### src/rtl/mem_access_unit.sv
// mem_access_unit: MEM-stage data-memory controller for the RV32I pipeline.
//
// Takes the load/store held in EX/MEM and issues it on a req/gnt/rvalid data-memory bus. It
// builds byte enables and lane-replicated store data, then aligns and sign/zero-extends load
// data into a registered result. The whole pipeline is held on mem_stall while an access is
// outstanding. The stall drops in DONE, so the pipeline advances on that cycle.
//
// Ports:
//   clk, reset           pipeline clock, asynchronous active-high reset
//   addr_in              effective address from EX/MEM
//   store_data_in        store data (rs2) from EX/MEM
//   MemRead_in           load pending; wins over MemWrite_in if both are high
//   MemWrite_in          store pending
//   funct3_in            000 B, 001 H, 010 W, 100 BU, 101 HU, others W
//   hold_in              external stall; keeps the completed result presented in DONE
//   dmem_req             registered request valid
//   dmem_we              1 = store
//   dmem_addr            word address
//   dmem_be              byte enables
//   dmem_wdata           replicated store data
//   dmem_gnt             request accepted
//   dmem_rvalid          completion, one per granted request
//   dmem_rdata           read word
//   load_data            aligned, extended load result (registered)
//   mem_stall            combinational pipeline stall
//   misalign_fault       registered one-cycle misalignment pulse
//
// Build option: define MISALIGN_TRAP_EN to trap misaligned H/W accesses instead of issuing them.
// When it is undefined, misalign_fault is tied to 0.

module mem_access_unit #(
  parameter int unsigned XLEN = 32
) (
  input  logic            clk,
  input  logic            reset,
  input  logic [XLEN-1:0] addr_in,
  input  logic [XLEN-1:0] store_data_in,
  input  logic            MemRead_in,
  input  logic            MemWrite_in,
  input  logic [2:0]      funct3_in,
  input  logic            hold_in,
  output logic            dmem_req,
  output logic            dmem_we,
  output logic [XLEN-1:0] dmem_addr,
  output logic [3:0]      dmem_be,
  output logic [XLEN-1:0] dmem_wdata,
  input  logic            dmem_gnt,
  input  logic            dmem_rvalid,
  input  logic [XLEN-1:0] dmem_rdata,
  output logic [XLEN-1:0] load_data,
  output logic            mem_stall,
  output logic            misalign_fault
);

  typedef enum logic [1:0] {StIdle, StReq, StWait, StDone} state_e;
  typedef enum logic [1:0] {SzByte, SzHalf, SzWord} size_e;

  state_e state_q;

  // Access fields latched in IDLE so load extraction does not depend on EX/MEM later
  size_e      size_q;
  logic       unsigned_q;
  logic [1:0] lane_q;
  logic       is_load_q;

  logic            access_pending;
  logic            misaligned;
  logic            req_go;
  size_e           size_d;
  logic [3:0]      be_d;
  logic [XLEN-1:0] wdata_d;
  logic [7:0]      byte_lane;
  logic [15:0]     half_lane;
  logic [XLEN-1:0] rdata_ext;

  assign access_pending = MemRead_in | MemWrite_in;

  always_comb begin
    size_d = SzWord;
    if (funct3_in == 3'b000 || funct3_in == 3'b100) begin
      size_d = SzByte;
    end else if (funct3_in == 3'b001 || funct3_in == 3'b101) begin
      size_d = SzHalf;
    end
  end

`ifdef MISALIGN_TRAP_EN
  always_comb begin
    misaligned = 1'b0;
    if (size_d == SzHalf) begin
      misaligned = addr_in[0];
    end else if (size_d == SzWord) begin
      misaligned = |addr_in[1:0];
    end
  end
`else
  assign misaligned = 1'b0;
`endif

  assign req_go = access_pending & ~misaligned;

  assign mem_stall = ((state_q == StIdle) & req_go) | (state_q == StReq) | (state_q == StWait);

  always_comb begin
    be_d    = 4'b1111;
    wdata_d = store_data_in;
    case (size_d)
      SzByte: begin
        be_d    = 4'b0001 << addr_in[1:0];
        wdata_d = {4{store_data_in[7:0]}};
      end
      SzHalf: begin
        be_d    = 4'b0011 << {addr_in[1], 1'b0};
        wdata_d = {2{store_data_in[15:0]}};
      end
      default: begin
        be_d    = 4'b1111;
        wdata_d = store_data_in;
      end
    endcase
  end

  // Lane selection and extension of the returning read word
  always_comb begin
    byte_lane = dmem_rdata[7:0];
    case (lane_q)
      2'd0:    byte_lane = dmem_rdata[7:0];
      2'd1:    byte_lane = dmem_rdata[15:8];
      2'd2:    byte_lane = dmem_rdata[23:16];
      default: byte_lane = dmem_rdata[31:24];
    endcase
    half_lane = lane_q[1] ? dmem_rdata[31:16] : dmem_rdata[15:0];
    rdata_ext = dmem_rdata;
    case (size_q)
      SzByte: rdata_ext = unsigned_q ? {{(XLEN-8){1'b0}}, byte_lane}
                                     : {{(XLEN-8){byte_lane[7]}}, byte_lane};
      SzHalf: rdata_ext = unsigned_q ? {{(XLEN-16){1'b0}}, half_lane}
                                     : {{(XLEN-16){half_lane[15]}}, half_lane};
      default: rdata_ext = dmem_rdata;
    endcase
  end

`ifndef MISALIGN_TRAP_EN
  assign misalign_fault = 1'b0;
`endif

  always_ff @(posedge clk or posedge reset) begin
    if (reset) begin
      state_q    <= StIdle;
      dmem_req   <= 1'b0;
      dmem_we    <= 1'b0;
      dmem_addr  <= '0;
      dmem_be    <= 4'b0000;
      dmem_wdata <= '0;
      load_data  <= '0;
      size_q     <= SzWord;
      unsigned_q <= 1'b0;
      lane_q     <= 2'b00;
      is_load_q  <= 1'b0;
`ifdef MISALIGN_TRAP_EN
      misalign_fault <= 1'b0;
`endif
    end else begin
`ifdef MISALIGN_TRAP_EN
      // Pulses only for the cycle the misaligned access sits in IDLE
      misalign_fault <= (state_q == StIdle) & access_pending & misaligned;
`endif
      case (state_q)
        StIdle: begin
          if (req_go) begin
            dmem_req   <= 1'b1;
            dmem_we    <= MemWrite_in & ~MemRead_in;
            dmem_addr  <= {addr_in[XLEN-1:2], 2'b00};
            dmem_be    <= be_d;
            dmem_wdata <= wdata_d;
            size_q     <= size_d;
            unsigned_q <= funct3_in[2];
            lane_q     <= addr_in[1:0];
            is_load_q  <= MemRead_in;
            state_q    <= StReq;
          end
        end
        StReq: begin
          // An rvalid coincident with the grant is not counted as completion
          if (dmem_gnt) begin
            dmem_req <= 1'b0;
            state_q  <= StWait;
          end
        end
        StWait: begin
          if (dmem_rvalid) begin
            if (is_load_q) begin
              load_data <= rdata_ext;
            end
            state_q <= StDone;
          end
        end
        StDone: begin
          if (!hold_in) begin
            state_q <= StIdle;
          end
        end
        default: state_q <= StIdle;
      endcase
    end
  end

endmodule

### config.mk
export PLATFORM = sky130hd
export DESIGN_NAME = mem_access_unit
export DESIGN_NICKNAME = d
export VERILOG_FILES = /design/src/rtl/mem_access_unit.sv
export SDC_FILE = /design/constraint.sdc
export NUM_CORES = 1
export LEC_CHECK = 0
export BUFFER_PORTS_ARGS = -buffer_cell sky130_fd_sc_hd__buf_2
export CAP_MARGIN = 40
export CORE_AREA = 3 3 111 113
export CTS_CLUSTER_DIAMETER = 150
export DETAILED_ROUTE_END_ITERATION = 12
export DIE_AREA = 0 0 114 116
export PLACE_DENSITY = 0.77
export SLEW_MARGIN = 5
export SYNTH_ARGS = -nofsm -noshare
export SYNTH_HDL_FRONTEND = slang
export SYNTH_SLANG_ARGS = --single-unit
### constraint.sdc
create_clock -name clk -period 3.17 [get_ports clk]
set_clock_uncertainty 0.15 [all_clocks]
set_input_delay 0.1585 -clock clk [delete_from_list [all_inputs] [get_ports clk]]
set_output_delay 0.1585 -clock clk [all_outputs]
set_load 0.01 [all_outputs]
==> results of run 1 <==
[sequential cells by signal, summed over array words and instances (netlist names)]
register	count
dmem_wdata	32
load_data	32
dmem_addr	30
dmem_be	4
lane_q	2
size_q	2
state_q	2
dmem_req	1
dmem_we	1
is_load_q	1
unsigned_q	1
[per-layer routing]
metal	part of all wire, %	routed length, µm
met1	38	6087
met2	51	8157
met3	8.5	1358
met5	0	0
met4	2.1	339
[final cells by class]
cell class / count / area (µm²)
clock inverter: 6 / 65.06
fill: 852 / 4040
multi-input combinational: 317 / 2133
sequential: 108 / 2704
timing repair buffer: 305 / 2039
tap: 143 / 178.9
inverter: 7 / 28.78
clock buffer: 10 / 229.0
[worst max path at each step]
| stage | cells past startpoint | endpoint | slack (ns) | start |
|---|---|---|---|---|
| final | 7 | load_data[6] | 0.37 | state_q[0] |
| after global routing | 7 | load_data[3] | 0.23 | state_q[0] |
| after CTS | 7 | load_data[6] | 0.50 | state_q[0] |
| after detailed placement | 5 | load_data[15] | 0.85 | state_q[0] |
| after global placement | 5 | load_data[8] | 0.97 | state_q[0] |
| after floorplan | 1 | dmem_addr[10] | 0.02 | reset |
[synth_stat cells (2+ instances only)]
cell      count  area (µm²)
nand2b_1      4       25.02
inv_1         7       26.28
nand2_1      66       247.7
ha_1          4       50.05
nor2_1       18       67.56
a21oi_1      28       140.1
buf_2        18       90.09
o21ai_1       2       10.01
nor2b_1       2       12.51
o21ai_2       2       17.52
a211oi_1      6       45.04
nor3_2        2       20.02
mux2i_1      26       260.3
dfrtp_1     107        2678
o21ai_0      39       195.2
and3_1        2       12.51
mux2_2       47       529.3
buf_4         5       37.54
nand3b_1      9       67.56
nand3_1      32       160.2
clkbuf_1     10       37.54
nor3_1        2       10.01
o221ai_1      6       52.55
mux2i_2       2       27.53
[where the power goes]
| group | switching (mW) | internal [mW] | leakage (nW) |
|---|---|---|---|
| clock | 0.514 | 0.613 | 0.142 |
| combinational | 1.44 | 1.28 | 2.17 |
| sequential | 0.531 | 2.06 | 1.31 |
| total | 2.49 | 3.95 | 3.62 |
[through the flow]
stage	setup WS (ns)	instance area, µm²	util [%]
2_1_floorplan	0.01756	5036	-
3_3_place_gp	0.9698	6123	53.63
3_5_place_dp	0.8452	6123	53.63
4_1_cts	0.4985	7378	64.62
5_1_grt	0.2284	7378	64.62
6_report	0.3720	7378	64.62
[what timing repair did]
item | CTS | global route
hold buffers | 96 | 0
buffers inserted | 0 | 0
endpoints found under the hold margin | 144 | 0
[worst max-delay path, cell delays in order, from the launching register on]
cell and delay (ns):
dfrtp_1 0.41, inv_1 0.11, ha_1 0.26, and3_1 0.44
o21ai_1 0.29, a211oi_1 0.36, dlygate4sd3_1 0.60, a21oi_1 0.04
[logic make-up after synthesis]
kind of cell / count (synthesis) / share of synthesized area (%)
buffers and inverters: 42 / 4.106
AND/OR/NAND/NOR: 144 / 14.16
AO/OA/AOI/OAI: 90 / 10.35
adder cells (fa/ha/maj): 4 / 0.9953
multiplexers: 76 / 16.55
flip-flops: 108 / 53.77
other: 1 / 0.07457
==> results.md, run 1 <==
- Hold_ws: 0.02178 ns
- R2R Setup Slk: 0.37 ns
- Antenna violations before repair: 0
- Hold Path Origin: store_data_in[14]
- Worst VDD drop: between 600 and 700 µV
- First-pass GRT wire length: 24920 µm
- Synth Register Bits: between 100 and 150
- Post-Syn Instances: 465
- Setup CP Type: reg2reg
- FF-to-FF path depth: 7
- Port Buffers: a little over 200
- Ratio of cells with drive above 1 in the final layout: 38.11%
- Final Cycle Share: 88.26%
- Ys async rst share: 100.0%
- Crit-path max FO: 11
- Routing usage on met2: 41.65%
- Worst Path Required: about 3.3 ns
- Post-synth EDFFs: 0
- GRT overflow: 0
- Placer Congestion: approximately 0.89
- Register area share after synthesis: 53.77%
- Num Clock Sinks: 108
- Final TNS setup: 0 ns
- Run status: complete, no violations
- Synth Cell Area: between 5000 and 6000 µm²
- Hold WC Path Type: in2reg
- Leading cell types in the layout, fill and taps excluded: buf_2, dfrtp_1, dlygate4sd3_1
- Setup-failing EPs final: 0
- Die Ht: 116 µm
- Die X: 114 µm
- Yosys cell types: 43
- Post-Layout Cell Count: 896
- Met3 Use GR: 5.744%
- Slew HR: a little under half
- Final slew viol count: 0
- Worst Hold Path EP: dmem_wdata[14]
- Worst r2r src: state_q[0]
- Hold path depth: 3
- Minimum clock period: 2.798 ns
- RR Endpoint: load_data[6]
- DRC: 0
- Power Total: 6.434 mW
- Crit start category: register
- Vias: 4767
- Synthesized area per cell: approximately 11 µm²
- Total track usage: 24.11%
- Number of H-tree levels: 3
- Most Used Layer, Global Route: met2
- Final Hold Fails: 0
- Largest net degree at the start of global routing: 79
- Synth-to-layout area growth: 46.73%
- RSZ-0062 raised after global routing: false
- Critical Path AT: 2.88 ns
- Number of global-route vias before repair: slightly below 5000
- Post-CTS resize count: 0
- Lkg Pwr: approximately 3.6 nW
- CTS root buf: clkbuf_16
- Die area: 13220 µm²
- Warnings, synthesis: 0
- Post-Route WL: ~16000 µm
- Met1 global-route usage: approximately 29%
- Clock latency on the worst-skew pair: between 0.3 and 0.4 ns
- Peak Freq: 0.3574 GHz
- Power Density: about 870 nW/µm²
- Antenna Violating Nets Remaining: 0
- Worst-margin pin slew: between 0.8 and 0.9 ns
- CTS tree: built
- Maxcap violations: 0
- Clock Path Buffers: 2
- Vias per cell: 5.320
- Most common cell after layout, fill and taps aside: buf_2
- Cell row count: 39
- NumNets Final: 858
- Initial DRT Pass Iterations: 5
- Prevailing post-synth register cell: dfrtp_1
- Core area: 11420 µm²
- Crit path capture type: register
- DP HPWL: 9894 µm
- Clk slew on worst S/H paths: 0.07 ns
- Initial DRC Count: between 300 and 400
- Routed wire per std cell: 17.79 µm
- Ant diodes: 0
- Io pins: 210
- Initial Util: about 44%
- CTS Buf Count: 9
- Placed cell count: 784
No activity file was read; power rests on OpenSTA's default activity.
==> run 2: changes to the inputs <==
--- a/config.mk
+++ b/config.mk
@@ -5,13 +5,15 @@
 export SDC_FILE = /design/constraint.sdc
 export NUM_CORES = 1
 export LEC_CHECK = 0
+export ABC_AREA = 1
 export BUFFER_PORTS_ARGS = -buffer_cell sky130_fd_sc_hd__buf_2
 export CAP_MARGIN = 40
-export CORE_AREA = 3 3 111 113
+export CORE_AREA = 3 3 115 117
+export CTS_BUF_LIST = sky130_fd_sc_hd__clkbuf_16
 export CTS_CLUSTER_DIAMETER = 150
 export DETAILED_ROUTE_END_ITERATION = 12
-export DIE_AREA = 0 0 114 116
-export PLACE_DENSITY = 0.77
+export DIE_AREA = 0 0 118 120
+export PLACE_DENSITY = 0.75
 export SLEW_MARGIN = 5
 export SYNTH_ARGS = -nofsm -noshare
 export SYNTH_HDL_FRONTEND = slang
==> results.md, run 2 <==
- Ys async rst share: 100.0% (unchanged)
- Initial Util: 42.77% (was 44.04%)
- Post-Syn Instances: 669 (was 465)
- Worst VDD drop: 562.8 µV (was 601.4 µV)
- Met1 global-route usage: 30.61% (was 28.92%)
- Setup ws final: 0.5548 ns (was 0.3720 ns)
- Die Ht: 120 µm (was 116 µm)
- Hold path depth: 5 (was 3)
- Count leader, synth: nand2_1 (was dfrtp_1)
- Final Hold Fails: 0 (unchanged)
- Met3 Use GR: 8.671% (was 5.744%)
- Worst r2r src: state_q[0] (unchanged)
- Placer Congestion: 0.8789 (was 0.8897)
- Crit-path max FO: 91 (was 11)
- Number of global-route vias before repair: 5747 (was 4966)
- First-pass GRT wire length: 28170 µm (was 24920 µm)
- Die area: 14160 µm² (was 13220 µm²)
- GRT overflow: 0 (unchanged)
- CTS tree: built (unchanged)
- Largest regs: dmem_wdata (32), load_data (32), dmem_addr (30) (unchanged)
- Crit-path leading delay family: buffers and inverters (unchanged)
- Total track usage: 24.40% (was 24.11%)
- Post-CTS Setup Inserts: 0 (unchanged)
- Worst stage delay on the critical path: 0.67 ns (was 0.60 ns)
- Prevailing post-synth register cell: dfrtp_1 (unchanged)
- Initial DRC Count: 526 (was 380)
- Vias: 5631 (was 4767)
- Post-CTS resize count: 0 (unchanged)
- Worst-margin pin slew: 0.8775 ns (was 0.8114 ns)
- Power Density: 913.7 nW/µm² (was 872.1 nW/µm²)
- Run status: complete, no violations (unchanged)
- FF-to-FF path depth: 7 (unchanged)
- Largest net degree at the start of global routing: 92 (was 79)
- Setup-failing EPs final: 0 (unchanged)
- Most Used Layer, Global Route: met2 (unchanged)
- Top-area cell type share of the netlist area: 50.22% (was 53.25%)
- RR Endpoint: dmem_wdata[20] (was load_data[6])
- Fillers: 1056 (was 852)
- Crit path capture type: register (unchanged)
- Core area: 12470 µm² (was 11420 µm²)
- Ant diodes: 0 (unchanged)
- Antenna Violating Nets Remaining: 0 (unchanged)
- Critical Path Source: state_q[0] (unchanged)
- Crit. path cell count: 7 (unchanged)
- Routed wire per std cell: 15.40 µm (was 17.79 µm)
- NumNets Final: 1045 (was 858)
- Yosys cell types: 34 (was 43)
- Placed cell count: 1016 (was 784)
- Number of H-tree levels: 3 (unchanged)
- Vias per cell: 5.064 (was 5.320)
- Register area share after synthesis: 50.72% (was 53.77%)
- Synthesized area per cell: 7.969 µm² (was 10.81 µm²)
- Maxcap violations: 0 (unchanged)
- CP max stage cell: buf_4 (was dlygate4sd3_1)
- Ratio of cells with drive above 1 in the final layout: 29.79% (was 38.11%)
- Synth Register Bits: 108 (unchanged)
- Slew HR: 41.50% (was 45.70%)
- Minimum clock period: 2.615 ns (was 2.798 ns)
- Final slew viol count: 0 (unchanged)
- R2R Setup Slk: 0.55 ns (was 0.37 ns)
- Hold WC Path Type: in2reg (unchanged)
- Io pins: 210 (unchanged)
- Commonest cells in the netlist: nand2_1, dfrtp_1, a21oi_1, o21ai_0, inv_1 (was dfrtp_1, nand2_1, mux2_2, o21ai_0, nand3_1)
- Clk slew on worst S/H paths: 0.08 ns (was 0.07 ns)
- Most common cell after layout, fill and taps aside: nand2_1 (was buf_2)
- CP Buf/Inv Count: 3 (was 2)
- Post-Layout Cell Count: 1112 (was 896)
- Num Clock Sinks: 108 (unchanged)
- Worst Path Required: 3.31 ns (was 3.25 ns)
- Synth-to-layout area growth: 41.16% (was 46.73%)
- Yosys top cell by area: dfrtp_1 (unchanged)
- Clock Path Buffers: 2 (unchanged)
- DP HPWL: 10890 µm (was 9894 µm)
- Routing usage on met2: 38.52% (was 41.65%)
- Post-Route WL: 17130 µm (was 15940 µm)
- Post-synth EDFFs: 0 (unchanged)
- Clock latency on the worst-skew pair: 0.35 ns (about the same)
- RSZ-0062 raised after global routing: false (unchanged)
- Antenna violations before repair: 0 (unchanged)
- Cell row count: 41 (was 39)
- Final TNS setup: 0 ns (unchanged)
- Worst path cell trace: inv_1 > ha_1 > nand2_2 > buf_4 > nor3_1 > nor3_2 > dlygate4sd3_1 (was inv_1 > ha_1 > and3_1 > o21ai_1 > a211oi_1 > dlygate4sd3_1 > a21oi_1)
- Leading cell types in the layout, fill and taps excluded: nand2_1, buf_2, dfrtp_1 (was buf_2, dfrtp_1, dlygate4sd3_1)
- Lkg Pwr: 4.071 nW (was 3.623 nW)
- Die X: 118 µm (was 114 µm)
- Critical Path AT: 2.76 ns (was 2.88 ns)
- Port Buffers: 206 (unchanged)
- CTS Buf Count: 9 (unchanged)
- Setup crit end: dmem_wdata[20] (was load_data[6])
- Final Cycle Share: 82.50% (was 88.26%)
- Power Total: 6.876 mW (was 6.434 mW)
- Top cells by area, synth: dfrtp_1, nand2_1, a21oi_1 (was dfrtp_1, mux2_2, mux2i_1)
- DRC: 0 (unchanged)
- Synth Cell Area: 5331 µm² (was 5029 µm²)
- Warnings, synthesis: 0 (unchanged)
- Place WS: 1.026 ns (was 0.8452 ns)
- Setup CP Type: reg2reg (unchanged)
- Crit start category: register (unchanged)
- Peak Freq: 0.3824 GHz (was 0.3574 GHz)
- Hold Buf Count CTS: 80 (was 96)
- Initial DRT Pass Iterations: 6 (was 5)
- CTS root buf: clkbuf_16 (unchanged)
run 2: metal layers:
metal / wire (µm) / part of all wire [%]
met5: 0 / 0
met4: 514 / 3.0
met3: 1795 / 10
met2: 8085 / 47
met1: 6733 / 39
run 2: per-stage QoR:
stage,area [µm²],utilization [%],hold WS [ns]
3_3_place_gp,6432,51.60,0.1719
6_report,7526,60.37,0.01965
5_1_grt,7526,60.37,0.02222
2_1_floorplan,5339,-,0.1181
3_5_place_dp,6432,51.60,0.1647
4_1_cts,7526,60.37,0.003493
run 2: cells by family after synthesis:
group | synth area share, %
AOI/OAI and AO/OA | 10.70
buffers and inverters | 7.463
adders and majority gates | 0.9388
other | 0.07034
and+or+nand+nor | 30.11
DFF | 50.72
run 2: layout make-up:
class,count,area [µm²],area share (%)
flip-flops and latches,108,2704,35.93
multi-input cells,477,2240,29.76
repair buffers,293,1897,25.20
clock buffers,9,225.2,2.993
well taps,172,215.2,2.860
inverters,46,177.7,2.361
clock inverters,7,67.56,0.8978
run 2: how the worst min path moves through the flow:
stage	start	end
2_1_floorplan	addr_in[10]	dmem_addr[10]
3_5_place_dp	reset	dmem_addr[4]
4_1_cts	dmem_rdata[27]	load_data[27]
6_report	dmem_rdata[25]	load_data[25]
5_1_grt	dmem_rdata[27]	load_data[27]
3_3_place_gp	reset	dmem_addr[4]
run 2: worst reg2reg max path: cells and delay by family (launching register included):
family / cells / cell delay [ns]
fa+ha+maj: 1 / 0.23
buf+inv: 3 / 1.31
flops: 1 / 0.38
simple gates: 3 / 0.49
run 2: where the power goes:
group | switching (mW) | total [mW] | internal, mW
combinational | 2.00 | 3.27 | 1.27
clock | 0.565 | 1.12 | 0.555
sequential | 0.432 | 2.48 | 2.05
total | 3.00 | 6.88 | 3.88
==> run 3: changes to the inputs <==
==> constraint.sdc (replaced) <==
create_clock -name clk -period 2.35 [get_ports clk]
set_clock_uncertainty 0.15 [all_clocks]
set_input_delay 0.1175 -clock clk [delete_from_list [all_inputs] [get_ports clk]]
set_output_delay 0.1175 -clock clk [all_outputs]
set_load 0.01 [all_outputs]
==> results.md, run 3 (same netlist as run 2, synthesis figures left out) <==
- Worst-margin pin slew: 0.6733 ns (was 0.8775 ns)
- Lkg Pwr: 4.177 nW (was 4.071 nW)
- Placer Congestion: 0.9186 (was 0.8789)
- Non-Filler Cell Area, Final: 7789 µm² (was 7526 µm²)
- Core area: 12470 µm² (unchanged)
- Largest regs: dmem_wdata (32), load_data (32), dmem_addr (30) (unchanged)
- Routed wire per std cell: 15.70 µm (was 15.40 µm)
- Peak Freq: 0.4775 GHz (was 0.3824 GHz)
- Crit-path max FO: 22 (was 91)
- First-pass GRT wire length: 28950 µm (was 28170 µm)
- Io pins: 210 (unchanged)
- Antenna Violating Nets Remaining: 0 (unchanged)
- Power Density: 1221 nW/µm² (was 913.7 nW/µm²)
- RSZ-0062 raised after global routing: false (unchanged)
- Setup-failing EPs final: 0 (unchanged)
- Most common cell after layout, fill and taps aside: nand2_1 (unchanged)
- Combinational power share: 46.7% (was 47.6%)
- Hold WC Path Type: in2reg (unchanged)
- Critical Path AT: 2.17 ns (was 2.76 ns)
- Clock Path Buffers: 2 (unchanged)
- Final Cycle Share: 89.11% (was 82.50%)
- Port Buffers: 206 (unchanged)
- Number of H-tree levels: 3 (unchanged)
- Worst VDD drop: 605.0 µV (was 562.8 µV)
- Post-Place Cell Area: 6496 µm² (was 6432 µm²)
- CTS tree: built (unchanged)
- Clock power share: 17.6% (was 16.3%)
- Placed cell count: 1021 (was 1016)
- Routing usage on met2: 42.54% (was 38.52%)
- Minimum clock period: 2.094 ns (was 2.615 ns)
- Crit path capture type: register (unchanged)
- Vias: 5631 (unchanged)
- Ant diodes: 0 (unchanged)
- Clock latency on the worst-skew pair: 0.35 ns (about the same)
- Num Clock Sinks: 108 (unchanged)
- Number of global-route vias before repair: 5812 (was 5747)
- Worst Path Required: 2.43 ns (was 3.31 ns)
- Hold_ws: 0.01492 ns (was 0.01965 ns)
- Maxcap violations: 0 (unchanged)
- DP HPWL: 11170 µm (was 10890 µm)
- Post-Route WL: 17800 µm (was 17130 µm)
- Final slew viol count: 0 (unchanged)
- Synth-to-layout area growth: 46.09% (was 41.16%)
- Initial DRC Count: 422 (was 526)
- Slew HR: 55.02% (was 41.50%)
- Largest net degree at the start of global routing: 92 (unchanged)
- Switching share of power: 42.47% (was 43.57%)
- Final Hold Fails: 0 (unchanged)
- Met1 global-route usage: 31.20% (was 30.61%)
- Power Total: 9.509 mW (was 6.876 mW)
- Setup CP Type: reg2reg (unchanged)
- Switching power: 4.039 mW (was 2.996 mW)
- Die X: 118 µm (unchanged)
- Die Ht: 120 µm (unchanged)
- Final TNS setup: 0 ns (unchanged)
- Initial Util: 42.77% (unchanged)
- Die area: 14160 µm² (unchanged)
- DRC: 0 (unchanged)
- Met3 Use GR: 6.503% (was 8.671%)
- Total track usage: 25.55% (was 24.40%)
- Int Pwr: 5.470 mW (was 3.880 mW)
- NumNets Final: 1067 (was 1045)
- Cell row count: 41 (unchanged)
- CTS Buf Count: 9 (unchanged)
- Leading cell types in the layout, fill and taps excluded: nand2_1, buf_2, dfrtp_1 (unchanged)
- Clk slew on worst S/H paths: 0.08 ns (about the same)
- CTS root buf: clkbuf_16 (unchanged)
- Post-Layout Cell Count: 1134 (was 1112)
- Most Used Layer, Global Route: met2 (unchanged)
- GRT overflow: 0 (unchanged)
- Sequential power share: 35.7% (was 36.1%)
- Initial DRT Pass Iterations: 5 (was 6)
- Antenna violations before repair: 0 (unchanged)
- Ratio of cells with drive above 1 in the final layout: 29.52% (was 29.79%)
- Crit start category: register (unchanged)
- Run status: complete, no violations (unchanged)
- Post-CTS Setup Inserts: 0 (unchanged)
- Vias per cell: 4.966 (was 5.064)
==> run 3: final timing paths <==
path	startpoint	end	slack [ns]	depth (start not counted)
hold / removal	dmem_rdata[7]	load_data[7]	0.01	4
setup / recovery	state_q[0]	dmem_wdata[21]	0.26	7
min in group asynchronous	reset	dmem_addr[4]	0.26	3
max in group asynchronous	reset	size_q[1]	1.09	4
setup reg to reg	state_q[0]	dmem_wdata[21]	0.26	7
hold reg to reg	dmem_addr[9]	dmem_addr[9]	0.33	2
==> run 3: routing by layer <==
metal | up-vias | routed length [µm]
li1 | 2690 | -
met1 | 2627 | 7123
met2 | 274 | 8621
met3 | 40 | 1492
met4 | 0 | 566
met5 | - | 0
==> run 3: area by class of cell <==
cell class,count,area [µm²]
Sequential cell,108,2704
Clock inverter,7,96.34
Timing Repair Buffer,315,2130
Clock buffer,9,225.2
Tap cell,172,215.2
Multi-Input combinational cell,477,2240
Inverter,46,178.9
Fill cell,1041,4677
==> run 3: critical path, stage by stage (launching register included) <==
cell and delay [ns]:
dfrtp_1 0.41, inv_1 0.10, ha_1 0.21, nand2_2 0.11, inv_4 0.22, nand2_1 0.34, o22ai_1 0.34, nor2_1 0.10
==> run 3: power groups by stage <==
stage	clock [mW]	combinational [mW]	sequential [mW]
final	1.68	4.44	3.39
after global routing	1.78	4.97	3.50
after CTS	1.70	4.37	3.36
after detailed placement	0	4.26	3.35
after global placement	0	4.13	3.38
after floorplan	0	2.49	3.62
==> run 3: metrics by stage <==
step                      worst slack, ns  utilization [%]
after floorplan                    0.7378                -
after global placement             0.4495            52.11
after detailed placement           0.4125            52.11
after CTS                          0.2579            62.48
after global routing               0.1178            62.48
final                              0.2560            62.48
==> run 3: timing repair <==
item / CTS / global route
hold buffers: 97 / 0
hold endpoints to repair: 124 / 0
gates resized for setup: 0 / 0
